$ cat config.mk
export PLATFORM = sky130hd
export DESIGN_NAME = reg_select_scoreboard_flat
export DESIGN_NICKNAME = d
export VERILOG_FILES = /design/src/rtl/reg_select_scoreboard_if.sv /design/src/rtl/reg_select_scoreboard.sv /design/src/flat_wrapper.sv
export SDC_FILE = /design/constraint.sdc
export NUM_CORES = 1
export LEC_CHECK = 0
export BUFFER_PORTS_ARGS = -buffer_cell sky130_fd_sc_hd__buf_2
export CAP_MARGIN = 20
export CELL_PAD_IN_SITES_DETAIL_PLACEMENT = 1
export CELL_PAD_IN_SITES_GLOBAL_PLACEMENT = 1
export CORE_ASPECT_RATIO = 0.8
export CORE_MARGIN = 2
export CORE_UTILIZATION = 34
export CTS_CLUSTER_DIAMETER = 200
export DETAILED_ROUTE_END_ITERATION = 7
export GPL_TIMING_DRIVEN = 1
export PLACE_DENSITY = 0.83
export SYNTH_ARGS = -nofsm -noshare
export SYNTH_HDL_FRONTEND = slang
export SYNTH_SLANG_ARGS = --single-unit
$ cat constraint.sdc
create_clock -name clock -period 4.1 [get_ports clock]
set_clock_uncertainty 0.15 [all_clocks]
set_input_delay 0.615 -clock clock [delete_from_list [all_inputs] [get_ports clock]]
set_output_delay 0.615 -clock clock [all_outputs]
set_load 0.03 [all_outputs]
$ cat src/rtl/reg_select_scoreboard_if.sv
// reg_select_scoreboard_if
//   Issue/writeback bundle between the control unit, the busy scoreboard
//   and the register file.
//   master : issue/writeback requester (control unit side, or a bench)
//   slave  : reg_select_scoreboard
//   issue_valid/issue_reg  -> claim a destination register
//   issue_ready            <- claim accepted this cycle (combinational)
//   issue_sel              <- registered one-hot pulse of the accepted claim
//   wb_valid/wb_reg        -> writeback, never back-pressured
//   wr_en                  <- registered one-hot register-file write enable
//   busy/busy_count        <- scoreboard vector and its population count
//   err_wb_idle            <- sticky: writeback to a register that was not busy
interface reg_select_scoreboard_if #(
  parameter int ADDR_W = 3
);
  localparam int NREG = 2**ADDR_W;

  logic              issue_valid;
  logic [ADDR_W-1:0] issue_reg;
  logic              issue_ready;
  logic [NREG-1:0]   issue_sel;
  logic              wb_valid;
  logic [ADDR_W-1:0] wb_reg;
  logic [NREG-1:0]   wr_en;
  logic [NREG-1:0]   busy;
  logic [ADDR_W:0]   busy_count;
  logic              err_wb_idle;

  modport master (
    output issue_valid, issue_reg, wb_valid, wb_reg,
    input  issue_ready, issue_sel, wr_en, busy, busy_count, err_wb_idle
  );

  modport slave (
    input  issue_valid, issue_reg, wb_valid, wb_reg,
    output issue_ready, issue_sel, wr_en, busy, busy_count, err_wb_idle
  );
endinterface

$ cat src/rtl/reg_select_scoreboard.sv
// reg_select_scoreboard
//   Decodes binary register indices into registered one-hot enables and
//   keeps a per-register busy scoreboard so issue stalls on a destination
//   register with a write still in flight.
//   clock : rising-edge clock
//   reset : synchronous, active-high; also forces issue_ready low
//   bus   : reg_select_scoreboard_if.slave (issue, writeback, status)
//   MSB_FIRST=1 maps register k to bit NREG-1-k of every vector output,
//   MSB_FIRST=0 maps register k to bit k.

// One scoreboard entry. Exposes its next-state value so the top can
// register a popcount that tracks the busy vector cycle for cycle.
module reg_select_slot (
  input  logic clock,
  input  logic reset,
  input  logic set,
  input  logic clr,
  output logic q,
  output logic d
);
  // A same-cycle claim beats the writeback clear: the new write is in flight.
  assign d = set | (q & ~clr);

  always_ff @(posedge clock) begin
    if (reset) q <= 1'b0;
    else       q <= d;
  end
endmodule

module reg_select_scoreboard #(
  parameter int ADDR_W    = 3,
  parameter bit MSB_FIRST = 1'b1
) (
  input  logic                   clock,
  input  logic                   reset,
  reg_select_scoreboard_if.slave bus
);
  localparam int NREG = 2**ADDR_W;

  // Vector bit position of a register index. NREG is a power of two, so
  // NREG-1-k is just the bitwise complement of k.
  function automatic logic [ADDR_W-1:0] bitpos(input logic [ADDR_W-1:0] idx);
    return MSB_FIRST ? ~idx : idx;
  endfunction

  function automatic logic [NREG-1:0] onehot(input logic [ADDR_W-1:0] idx);
    return {{(NREG-1){1'b0}}, 1'b1} << bitpos(idx);
  endfunction

  function automatic logic [ADDR_W:0] popcount(input logic [NREG-1:0] v);
    logic [ADDR_W:0] c;
    c = '0;
    for (int i = 0; i < NREG; i++) c = c + {{ADDR_W{1'b0}}, v[i]};
    return c;
  endfunction

  logic [NREG-1:0] busy_q, busy_d;
  logic [NREG-1:0] issue_oh, wb_oh;
  logic [NREG-1:0] set_v, clr_v;
  logic            issue_ready;
  logic            issue_acc;
  logic            wb_hit_idle;

  logic [NREG-1:0] issue_sel_q, wr_en_q;
  logic [ADDR_W:0] busy_count_q;
  logic            err_q;

  assign issue_oh = onehot(bus.issue_reg);
  assign wb_oh    = onehot(bus.wb_reg);

  // A busy destination can still be claimed when its writeback lands in
  // the same cycle; the index compare is mapping independent.
  assign issue_ready = ~reset &
                       (~busy_q[bitpos(bus.issue_reg)] |
                        (bus.wb_valid & (bus.wb_reg == bus.issue_reg)));
  assign issue_acc   = bus.issue_valid & issue_ready;

  // Error looks at the pre-update busy bit, so a same-cycle claim of the
  // same register does not hide it.
  assign wb_hit_idle = bus.wb_valid & ~busy_q[bitpos(bus.wb_reg)];

  assign set_v = issue_acc    ? issue_oh : '0;
  assign clr_v = bus.wb_valid ? wb_oh    : '0;

  for (genvar g = 0; g < NREG; g++) begin : g_slot
    reg_select_slot u_slot (
      .clock (clock),
      .reset (reset),
      .set   (set_v[g]),
      .clr   (clr_v[g]),
      .q     (busy_q[g]),
      .d     (busy_d[g])
    );
  end

  always_ff @(posedge clock) begin
    if (reset) begin
      issue_sel_q  <= '0;
      wr_en_q      <= '0;
      busy_count_q <= '0;
      err_q        <= 1'b0;
    end else begin
      issue_sel_q  <= set_v;
      wr_en_q      <= clr_v;
      busy_count_q <= popcount(busy_d);
      err_q        <= err_q | wb_hit_idle;
    end
  end

  assign bus.issue_ready = issue_ready;
  assign bus.issue_sel   = issue_sel_q;
  assign bus.wr_en       = wr_en_q;
  assign bus.busy        = busy_q;
  assign bus.busy_count  = busy_count_q;
  assign bus.err_wb_idle = err_q;
endmodule
$ cat src/flat_wrapper.sv
// flat-port wrapper written by rule: the top's interface ports become plain ports
module reg_select_scoreboard_flat 
#(
  parameter int ADDR_W    = 3,
  parameter bit MSB_FIRST = 1'b1
)
  (clock, reset, bus_issue_valid, bus_issue_reg, bus_wb_valid, bus_wb_reg, bus_issue_ready, bus_issue_sel, bus_wr_en, bus_busy, bus_busy_count, bus_err_wb_idle);
  reg_select_scoreboard_if #(.ADDR_W(ADDR_W)) bus_i ();
  input  logic clock;
  input  logic reset;
  input wire logic [$bits(bus_i.issue_valid)-1:0] bus_issue_valid;
  input wire logic [$bits(bus_i.issue_reg)-1:0] bus_issue_reg;
  input wire logic [$bits(bus_i.wb_valid)-1:0] bus_wb_valid;
  input wire logic [$bits(bus_i.wb_reg)-1:0] bus_wb_reg;
  output wire logic [$bits(bus_i.issue_ready)-1:0] bus_issue_ready;
  output wire logic [$bits(bus_i.issue_sel)-1:0] bus_issue_sel;
  output wire logic [$bits(bus_i.wr_en)-1:0] bus_wr_en;
  output wire logic [$bits(bus_i.busy)-1:0] bus_busy;
  output wire logic [$bits(bus_i.busy_count)-1:0] bus_busy_count;
  output wire logic [$bits(bus_i.err_wb_idle)-1:0] bus_err_wb_idle;
  assign bus_i.issue_valid = bus_issue_valid;
  assign bus_i.issue_reg = bus_issue_reg;
  assign bus_i.wb_valid = bus_wb_valid;
  assign bus_i.wb_reg = bus_wb_reg;
  assign bus_issue_ready = bus_i.issue_ready;
  assign bus_issue_sel = bus_i.issue_sel;
  assign bus_wr_en = bus_i.wr_en;
  assign bus_busy = bus_i.busy;
  assign bus_busy_count = bus_i.busy_count;
  assign bus_err_wb_idle = bus_i.err_wb_idle;
  reg_select_scoreboard #(.ADDR_W(ADDR_W), .MSB_FIRST(MSB_FIRST)) u_core (.clock(clock), .reset(reset), .bus(bus_i));
endmodule
==> results of run 1 <==
## registers in the layout (all words and copies together) (netlist names)
signal,cells
u_core.bus.busy_count,4
u_core.bus.issue_sel,8
u_core.bus.err_wb_idle,1
u_core.bus.wr_en,8
u_core.g_slot.u_slot.q,8
## cells in the mapped netlist (2+ instances only)
cell type  count  area share
o22ai_1        4       0.018
nor2b_1        2      0.0090
o31a_1         3       0.019
o21ai_1        3       0.011
nand2_1        5       0.014
o32ai_1        4       0.025
o21ai_0        6       0.022
or3_1          2      0.0090
nand2b_1       7       0.032
nor2_1        14       0.038
nor3_1         5       0.018
dfxtp_1       29        0.42
o31ai_1        3       0.016
a21oi_1        3       0.011
nand3b_1       2       0.011
clkbuf_1       3      0.0081
inv_1          6       0.016
buf_2          4       0.014
ha_1           3       0.027
buf_6          2       0.016
mux2i_1        3       0.022
buf_4          8       0.043
fa_1           4       0.058
xnor2_1        3       0.019
mux4_2         3       0.049
## worst max-delay path by stage
stage	end	start	cells past startpoint	slack [ns]
after floorplan	u_core.bus.busy_count[1]	bus_issue_reg[0]	13	0.11
after global placement	u_core.bus.busy_count[1]	bus_issue_reg[0]	13	0.06
after detailed placement	u_core.bus.busy_count[1]	bus_issue_reg[0]	13	-0.0005
after CTS	u_core.bus.busy_count[1]	bus_issue_reg[0]	13	0.21
after global routing	u_core.bus.busy_count[1]	bus_issue_reg[0]	15	0.05
final	u_core.bus.busy_count[1]	bus_issue_reg[0]	13	0.22
## cell families (layout without fill, tap and decap cells)
group | Yosys count | in the layout | share of synthesized area
and+or+nand+nor | 44 | 44 | 0.169
DFF | 29 | 29 | 0.418
AOI/OAI and AO/OA | 28 | 28 | 0.134
buffers and inverters | 23 | 62 | 0.0982
adders and majority gates | 7 | 7 | 0.0847
muxes | 6 | 6 | 0.0703
xor gates and xnor gates | 4 | 4 | 0.0252
## worst max-delay path: cells and delay by family
kind	cells	cell delay (ns)
buffers and inverters	4	0.31
adder cells (fa/ha/maj)	5	1.97
AND/OR/NAND/NOR	1	0.08
multiplexers	1	0.51
AO/OA/AOI/OAI	2	0.47
## layer usage
metal  wire, um  share of wire  vias up  global-route usage
met1       1600           0.44      559               0.208
met2       1770           0.49       38               0.303
met3        203          0.056        8              0.0458
li1           -              -      561                   -
met4         63          0.017        0              0.0602
met5          0              0        -                   0
## power groups by stage
| stage | Sequential [mW] | Clock (mW) | Combinational (mW) |
|---|---|---|---|
| global route | 0.294 | 0.327 | 0.109 |
| global placement | 0.299 | 0 | 0.0958 |
| detailed placement | 0.300 | 0 | 0.0984 |
| floorplan | 0.311 | 0 | 0.0607 |
| finish | 0.293 | 0.310 | 0.0998 |
| CTS | 0.294 | 0.313 | 0.100 |
## stage by stage
step | area [sq um] | setup WS [ns] | hold slack (ns)
final | 1720 | 0.217 | 0.342
after global placement | 1610 | 0.0623 | 0.319
after global routing | 1720 | 0.0546 | 0.388
after floorplan | 1390 | 0.110 | 0.358
after detailed placement | 1610 | -0.000486 | 0.335
after CTS | 1720 | 0.211 | 0.353
## area by class of cell
type | count | area, sq um
tap | 55 | 68.8
clock inverter | 1 | 30.0
multi-input combinational | 89 | 672
clock buffer | 7 | 86.3
timing repair buffer | 48 | 263
inverter | 6 | 22.5
fill | 478 | 2130
sequential | 29 | 581
==> reports/metrics.yaml, run 1 <==
outcome:
  status: "finished clean"
power:
  p_comb_frac: 0.142
  intPower_uw: 524
  p_sw_uw: 179
  netSwitchingFraction: 0.255
  power_density_nw_per_um2: 408
  p_clk_frac: 0.441
  peakVddDrop_mv: 0.239
  seqPwrFrac: 0.417
  finalPower_uw: 703
  leakagePower_nw: 0.770
synthesis:
  ys_seq_area_frac: 0.418
  synth-edff-count: 0
  syn_area_sq_um: 1390
  synth.avg_cell_area_sq_um: 9.85
  synth_cell_types: 35
  yosys_most_used_dff: "dfxtp_1"
  yosysWarnings: 0
  syn-instance-count: 141
  synthArstFlopShare: 0
  ys_seq_elements: 29
  synth_nets: 158
grt:
  grt_max_degree: 14
  antenna_found_initial: 0
  grt_pass1_vias: 1157
  grtUsageTotal: 0.173
  gr-total-overflow: 0
  grt_pass1_wl_um: 5730
finish:
  fin_nets: 196
  instances_no_fill: 235
  layout-area-overhead-vs-synth_pct: 24.1
  drive_above_1_share: 0.339
  fin_util: 0.447
  diodes: 0
  final_cell_mix: "buf_2 (39), dfxtp_1 (29), nor2_1 (14)"
  final_common_cell: "buf_2"
worst_setup_path:
  cpMostUsedCell: "fa_1"
  critPathCaptureType: "flop"
  r2r_end: "u_core.bus.busy_count[1]"
  reg2reg_depth: 12
  crit_slowest_cell: "mux4_2"
  worstSetupStartpointType: "primary input"
  crit_path_max_fanout: 3
  reg2reg_from: "u_core.g_slot[0].u_slot.q"
  crit_arrival_ns: 3.96
  critPathRequiredTime_ns: 4.18
  critical_path_class: "in2reg"
  rrSetupSlack_ns: 0.33
  cp_cell_sequence: "buf_2, mux4_2, a41o_1, o21ai_1, ha_1, inv_1, fa_1, fa_1, inv_1, fa_1, inv_1, fa_1, nor2_1"
  cp_slowest_stage_delay_ns: 0.51
timing:
  slew_headroom: 0.721
  fmax_ghz: 0.258
  fin_crit_ns: 3.88
  slew_viol_final: 0
  hold_violations: 0
  setup_violations: 0
  finalCritPeriodShare: 0.947
  worst_pin_slew_ns: 0.415
  rsz0062_at_grt: "false"
  fin_tns_setup_ns: 0
route:
  drtPass1Iterations: 4
  drc: 0
  vias: 1166
  drt_iter0_markers: 66
  ant_nets: 0
  wl_um: 3640
  avgRoutedWirePerCell_um: 15.5
  vias_per_cell: 4.96
clocking:
  cts_hold_buf: 0
  cts.sink_count: 29
  cts_resized: 0
  clockBufferDepth: 2
  path_clk_slew_ns: 0.06
  h-tree-depth: 2
  cts_tree: "done"
  numCtsBuffers: 5
  clk_latency_ns: 0.29
  root_buffer: "clkbuf_8"
  post-cts-setup-buffer-count: 0
hold_path:
  min-delay-start: "u_core.bus.err_wb_idle"
  hold-path-endpoint: "u_core.bus.err_wb_idle"
  min_delay_path_depth: 2
  hp-class: "reg2reg"
floorplanning:
  coreArea_sq_um: 3850
  die_area_sq_um: 4620
  die_w_um: 75.5
  rows: 20
  start_util: 0.360
  die_y_um: 61.2
  io_pins: 40
placed_design:
  gp_congestion: 0.793
  dp.cells: 227
  dp_hpwl_um: 2680
  port_buffers: 39
run:
  max_cap_violations: 0
No activity file was read; power rests on OpenSTA's default activity.
==> run 2: changes to the inputs <==
--- a/config.mk
+++ b/config.mk
@@ -5,17 +5,17 @@
 export SDC_FILE = /design/constraint.sdc
 export NUM_CORES = 1
 export LEC_CHECK = 0
-export BUFFER_PORTS_ARGS = -buffer_cell sky130_fd_sc_hd__buf_2
 export CAP_MARGIN = 20
 export CELL_PAD_IN_SITES_DETAIL_PLACEMENT = 1
 export CELL_PAD_IN_SITES_GLOBAL_PLACEMENT = 1
 export CORE_ASPECT_RATIO = 0.8
 export CORE_MARGIN = 2
-export CORE_UTILIZATION = 34
+export CORE_UTILIZATION = 41
 export CTS_CLUSTER_DIAMETER = 200
 export DETAILED_ROUTE_END_ITERATION = 7
+export DONT_BUFFER_PORTS = 1
 export GPL_TIMING_DRIVEN = 1
-export PLACE_DENSITY = 0.83
+export PLACE_DENSITY = 0.81
 export SYNTH_ARGS = -nofsm -noshare
 export SYNTH_HDL_FRONTEND = slang
 export SYNTH_SLANG_ARGS = --single-unit
==> run 2 against run 1 <==
  * Sequential cell count unchanged
  * Via count down 13%
  * Highest routed layer unchanged
  * Setup slack better by 0.15 ns
  * First-iteration DRC count up 26%
  * Sequential share of layout area up 6.4 points
  * Non-clock buffer count down 43
  * Register-to-register slack better by 0.06 ns
==> reports/metrics.yaml, run 2 (synthesis results as in run 1) <==
timing:
  rsz0062_at_grt: "false"  # unchanged
  fin_tns_setup_ns: 0  # unchanged
  worst_pin_slew_ns: 0.667  # was 0.415 ns
  whs_ns: 0.252  # was 0.342 ns
  hold_violations: 0  # unchanged
  finalCritPeriodShare: 0.911  # was 0.947
  finalWorstSetupSlack_ns: 0.365  # was 0.217 ns
  fmax_ghz: 0.268  # was 0.258 GHz
  setup_violations: 0  # unchanged
  slew_headroom: 0.557  # was 0.721
  slew_viol_final: 0  # unchanged
  fin_crit_ns: 3.73  # was 3.88 ns
worst_setup_path:
  crit_slowest_cell: "mux4_2"  # unchanged
  worstSetupStartpointType: "primary input"  # unchanged
  critPathCaptureType: "flop"  # unchanged
  crit_arrival_ns: 3.80  # was 3.96 ns
  cp_cell_sequence: "mux4_2, a41o_1, o21ai_1, ha_1, inv_1, fa_1, fa_1, inv_1, fa_1, inv_1, fa_1, nor2_1"  # was buf_2, mux4_2, a41o_1, o21ai_1, ha_1, inv_1, fa_1, fa_1, inv_1, fa_1, inv_1, fa_1, nor2_1
  critical_path_class: "in2reg"  # unchanged
  cpMostUsedCell: "fa_1"  # unchanged
  critPathRequiredTime_ns: 4.16  # was 4.18 ns
  crit_path_max_fanout: 12  # was 3
  path_depth: 12  # was 13
  timing.critical_path.buf_inv: 3  # was 4
  cp_slowest_stage_delay_ns: 0.49  # was 0.51 ns
  crit_family: "adder cells"  # unchanged
  reg2reg_depth: 13  # was 12
finish:
  fin_nets: 153  # was 196
  fin_util: 0.460  # was 0.447
  final_common_cell: "dfxtp_1"  # was buf_2
  diodes: 0  # unchanged
  seqCellArea_sq_um: 581  # unchanged
  final_cell_mix: "dfxtp_1 (29), nor2_1 (14), nand2b_1 (7)"  # was buf_2 (39), dfxtp_1 (29), nor2_1 (14)
  multi_input_area_sq_um: 672  # unchanged
  layout-area-overhead-vs-synth_pct: 4.32  # was 24.1%
  drive_above_1_share: 0.125  # was 0.339
  fillerInstances: 369  # was 478
  instances_no_fill: 176  # was 235
route:
  drc: 0  # unchanged
  vias: 1009  # was 1166
  wl_um: 3270  # was 3640 um
  avgRoutedWirePerCell_um: 18.6  # was 15.5 um
  drtPass1Iterations: 4  # unchanged
  ant_nets: 0  # unchanged
  vias_per_cell: 5.73  # was 4.96
  drt_iter0_markers: 83  # was 66
grt:
  grt_max_degree: 19  # was 14
  grt_pass1_wl_um: 5370  # was 5730 um
  grt_pass1_vias: 1027  # was 1157
  gr-total-overflow: 0  # unchanged
  grtUsageTotal: 0.181  # was 0.173
  antenna_found_initial: 0  # unchanged
clocking:
  numCtsBuffers: 5  # unchanged
  cts.sink_count: 29  # unchanged
  cts_hold_buf: 0  # unchanged
  h-tree-depth: 2  # unchanged
  clk_latency_ns: 0.28  # was 0.29 ns
  cts_resized: 0  # unchanged
  clockBufferDepth: 2  # unchanged
  root_buffer: "clkbuf_8"  # unchanged
  cts_tree: "done"  # unchanged
  path_clk_slew_ns: 0.06  # about the same
  post-cts-setup-buffer-count: 0  # unchanged
power:
  peakVddDrop_mv: 0.230  # was 0.239 mV
  power_density_nw_per_um2: 411  # was 408 nW/um^2
  leakagePower_nw: 0.542  # was 0.770 nW
run:
  max_cap_violations: 0  # unchanged
placed_design:
  dp_hpwl_um: 2460  # was 2680 um
  port_buffers: 0  # was 39
  gp_congestion: 0.774  # was 0.793
  dp.cells: 169  # was 227
  post-place-ws_ns: 0.0847  # was -0.000486 ns
floorplanning:
  rows: 18  # was 20
  io_pins: 40  # unchanged
  die_y_um: 56.1  # was 61.2 um
  coreArea_sq_um: 3150  # was 3850 sq um
  start_util: 0.440  # was 0.360
  die_w_um: 69.1  # was 75.5 um
  die_area_sq_um: 3870  # was 4620 sq um
hold_path:
  min_delay_path_depth: 1  # was 2
  hp-class: "in2reg"  # was reg2reg
outcome:
  status: "finished clean"  # unchanged
-- run 2: metrics by stage --
step / cell area (sq um) / total power [mW]
after global placement: 1360 / 0.368
after global routing: 1450 / 0.625
after detailed placement: 1360 / 0.371
after floorplan: 1390 / 0.371
after CTS: 1450 / 0.604
final: 1450 / 0.595
-- run 2: power by group --
| part | switching (mW) | internal [mW] |
|---|---|---|
| sequential | 0.0175 | 0.290 |
| clock | 0.0978 | 0.133 |
| combinational | 0.0327 | 0.0246 |
-- run 2: final cells by class --
class | instances | share of cell area
well taps | 40 | 0.0345
flip-flops and latches | 29 | 0.401
clock buffers | 7 | 0.0596
inverters | 6 | 0.0155
repair buffers | 5 | 0.0259
multi-input cells | 89 | 0.464
-- run 2: metal layers --
metal | part of all wire | track usage | up-vias | wire length (um)
met5 | 0 | 0 | - | 0
met4 | 0.012 | 0.0784 | 0 | 38
met2 | 0.47 | 0.266 | 30 | 1540
met1 | 0.45 | 0.234 | 503 | 1480
li1 | - | - | 471 | -
met3 | 0.066 | 0.0725 | 5 | 216
-- run 2: final timing paths --
| path | startpoint | end | slack [ns] |
|---|---|---|---|
| max | bus_issue_reg[0] | u_core.bus.busy_count[1] | 0.37 |
| max reg2reg | u_core.g_slot[4].u_slot.q | u_core.bus.busy_count[1] | 0.39 |
| min | reset | u_core.bus.err_wb_idle | 0.25 |
| min reg2reg | u_core.bus.err_wb_idle | u_core.bus.err_wb_idle | 0.50 |
==> run 3: changes to the inputs <==
--- a/config.mk
+++ b/config.mk
@@ -5,17 +5,19 @@
 export SDC_FILE = /design/constraint.sdc
 export NUM_CORES = 1
 export LEC_CHECK = 0
+export ABC_AREA = 1
 export CAP_MARGIN = 20
 export CELL_PAD_IN_SITES_DETAIL_PLACEMENT = 1
 export CELL_PAD_IN_SITES_GLOBAL_PLACEMENT = 1
 export CORE_ASPECT_RATIO = 0.8
 export CORE_MARGIN = 2
-export CORE_UTILIZATION = 41
+export CORE_UTILIZATION = 39
 export CTS_CLUSTER_DIAMETER = 200
 export DETAILED_ROUTE_END_ITERATION = 7
 export DONT_BUFFER_PORTS = 1
 export GPL_TIMING_DRIVEN = 1
-export PLACE_DENSITY = 0.81
+export PLACE_DENSITY = 0.82
+export SLEW_MARGIN = 25
 export SYNTH_ARGS = -nofsm -noshare
 export SYNTH_HDL_FRONTEND = slang
 export SYNTH_SLANG_ARGS = --single-unit
==> run 3 against run 2 <==
  * Combinational power shrank 8.0%
  * Hold slack worse by 0.010 ns
  * Design area grew 6.1%
  * Sequential power decreased by 2%
  * Sequential cell count unchanged
  * Clock-buffer cell count is the same
  * Critical path type unchanged
  * Critical endpoint unchanged
==> reports/metrics.yaml, run 3 <==
outcome:
  status: "finished clean"  # unchanged
finish:
  drive_above_1_share: 0.0955  # was 0.125
  design_area_sq_um: 1540  # was 1450 sq um
  diodes: 0  # unchanged
  layout-area-overhead-vs-synth_pct: 8.38  # was 4.32%
  instances_no_fill: 241  # was 176
  final_cell_mix: "nand2_1 (53), inv_1 (35), dfxtp_1 (29)"  # was dfxtp_1 (29), nor2_1 (14), nand2b_1 (7)
  final_common_cell: "nand2_1"  # was dfxtp_1
  fin_nets: 216  # was 153
clocking:
  cts.sink_count: 29  # unchanged
  path_clk_slew_ns: 0.06  # about the same
  numCtsBuffers: 5  # unchanged
  cts_resized: 0  # unchanged
  root_buffer: "clkbuf_8"  # unchanged
  post-cts-setup-buffer-count: 0  # unchanged
  h-tree-depth: 2  # unchanged
  cts_tree: "done"  # unchanged
  clockBufferDepth: 2  # unchanged
  cts_hold_buf: 0  # unchanged
  clk_latency_ns: 0.28  # about the same
route:
  drt_iter0_markers: 65  # was 83
  drtPass1Iterations: 4  # unchanged
  vias: 1218  # was 1009
  avgRoutedWirePerCell_um: 15.4  # was 18.6 um
  ant_nets: 0  # unchanged
  drc: 0  # unchanged
  vias_per_cell: 5.05  # was 5.73
  wl_um: 3700  # was 3270 um
timing:
  fin_tns_setup_ns: 0  # unchanged
  slew_viol_final: 0  # unchanged
  rsz0062_at_grt: "false"  # unchanged
  fin_crit_ns: 3.65  # was 3.73 ns
  finalCritPeriodShare: 0.891  # was 0.911
  setup_violations: 0  # unchanged
  worst_pin_slew_ns: 0.373  # was 0.667 ns
  hold_violations: 0  # unchanged
  slew_headroom: 0.749  # was 0.557
  fmax_ghz: 0.274  # was 0.268 GHz
grt:
  grt_pass1_vias: 1239  # was 1027
  grt_use_met3: 0.0730  # was 0.0725
  use_met1: 0.225  # was 0.234
  grt_pass1_wl_um: 5900  # was 5370 um
  gr-total-overflow: 0  # unchanged
  grt_max_degree: 21  # was 19
  top_usage_layer: "met2"  # unchanged
  grtUsageTotal: 0.194  # was 0.181
  antenna_found_initial: 0  # unchanged
  use_met2: 0.328  # was 0.266
synthesis:
  yosysWarnings: 0  # unchanged
  synth_commonest_cells: "nand2_1 (53), inv_1 (35), dfxtp_1 (29), nor2_1 (21), a21oi_1 (11)"  # was dfxtp_1 (29), nor2_1 (14), buf_4 (8), nand2b_1 (7)
  synth.avg_cell_area_sq_um: 7.24  # was 9.85 sq um
  synth-edff-count: 0  # unchanged
  synth_nets: 213  # was 158
  ys_seq_elements: 29  # unchanged
  synth.top_cell.area_share: 0.409  # was 0.418
  ys_seq_area_frac: 0.409  # was 0.418
  yosysTopAreaCell: "dfxtp_1"  # unchanged
  yosys_most_used_dff: "dfxtp_1"  # unchanged
  yosysMostFrequentCell: "nand2_1"  # was dfxtp_1
  syn-instance-count: 196  # was 141
  syn_area_sq_um: 1420  # was 1390 sq um
  synthArstFlopShare: 0  # unchanged
  synth_cell_types: 19  # was 35
  synth_area_leaders: "dfxtp_1 (41%), nand2_1 (14%), inv_1 (9.3%)"  # was dfxtp_1 (42%), fa_1 (5.8%), mux4_2 (4.9%)
placed_design:
  dp_hpwl_um: 2960  # was 2460 um
  gp_congestion: 0.786  # was 0.774
  dpl_cell_area_sq_um: 1450  # was 1360 sq um
  port_buffers: 0  # unchanged
  dp.cells: 234  # was 169
worst_setup_path:
  crit_family: "adder cells"  # unchanged
  cp_cell_sequence: "inv_1, nand2_1, nand2_1, nor2_1, nand2_1, nand3_4, nand4_1, nand2_1, ha_1, inv_1, fa_1, fa_1, inv_1, fa_1, inv_1, fa_1, nor2_1"  # was mux4_2, a41o_1, o21ai_1, ha_1, inv_1, fa_1, fa_1, inv_1, fa_1, inv_1, fa_1, nor2_1
  critPathRequiredTime_ns: 4.17  # was 4.16 ns
  critical_path_class: "in2reg"  # unchanged
  cp_slowest_stage_delay_ns: 0.49  # about the same
  worstSetupStartpointType: "primary input"  # unchanged
  crit_path_max_fanout: 9  # was 12
  timing.critical_path.buf_inv: 4  # was 3
  crit_slowest_cell: "fa_1"  # was mux4_2
  crit_arrival_ns: 3.72  # was 3.80 ns
  critPathCaptureType: "flop"  # unchanged
floorplanning:
  start_util: 0.412  # was 0.440
  die_w_um: 71.4  # was 69.1 um
  io_pins: 40  # unchanged
  rows: 19  # was 18
  die_area_sq_um: 4140  # was 3870 sq um
  die_y_um: 58.0  # was 56.1 um
  coreArea_sq_um: 3450  # was 3150 sq um
power:
  power_density_nw_per_um2: 384  # was 411 nW/um^2
  peakVddDrop_mv: 0.198  # was 0.230 mV
  leakagePower_nw: 0.817  # was 0.542 nW
hold_path:
  hp-class: "in2reg"  # unchanged
run:
  max_cap_violations: 0  # unchanged
run 3: cell types whose count changed after synthesis, moves of 4 or more:
cell      delta
nand2_1     +48
a21oi_1      +8
o22ai_1      -4
nand4_1      +8
inv_1       +29
nor2_1       +7
nand2b_1     -7
o32ai_1      -4
run 3: final cells by class:
type	instances	area, sq um
repair buffers	9	67.6
fillers	453	1910
flip-flops and latches	29	581
clock buffers	7	86.3
multi-input cells	117	612
inverters	37	139
well taps	42	52.6
run 3: worst paths after layout:
kind	cells after the start	slack, ns	startpoint	endpoint
max	17	0.45	bus_issue_reg[1]	u_core.bus.busy_count[1]
min	1	0.24	reset	u_core.g_slot[3].u_slot.q
max reg2reg	16	0.55	u_core.g_slot[6].u_slot.q	u_core.bus.busy_count[1]
min reg2reg	3	0.55	u_core.g_slot[3].u_slot.q	u_core.g_slot[3].u_slot.q
run 3: power breakdown:
part | internal, mW | leakage (nW) | total, mW | switching, mW
registers | 0.288 | 0.235 | 0.301 | 0.0129
logic | 0.0165 | 0.538 | 0.0527 | 0.0362
clock network | 0.133 | 0.0443 | 0.236 | 0.103
run 3: cells by family (layout without fill, tap and decap cells):
kind of cell | after synthesis | after routing | synth area share
AO/OA/AOI/OAI | 18 | 18 | 0.0670
buffers and inverters | 50 | 53 | 0.160
flip-flops | 29 | 29 | 0.409
adder cells (fa/ha/maj) | 7 | 7 | 0.0829
AND/OR/NAND/NOR | 92 | 92 | 0.281
run 3: routing by layer:
metal	part of all wire	wire [um]
met4	0.017	62
met2	0.46	1690
met5	0	0
met1	0.43	1590
met3	0.096	355
run 3: per-stage QoR:
step	hold WS, ns	power (mW)	utilization	setup WS [ns]
5_1_grt	0.243	0.611	0.446	0.267
3_3_place_gp	0.537	0.358	0.421	0.289
6_report	0.242	0.590	0.446	0.448
3_5_place_dp	0.539	0.360	0.421	0.147
4_1_cts	0.238	0.595	0.446	0.435
2_1_floorplan	0.342	0.353	-	0.300
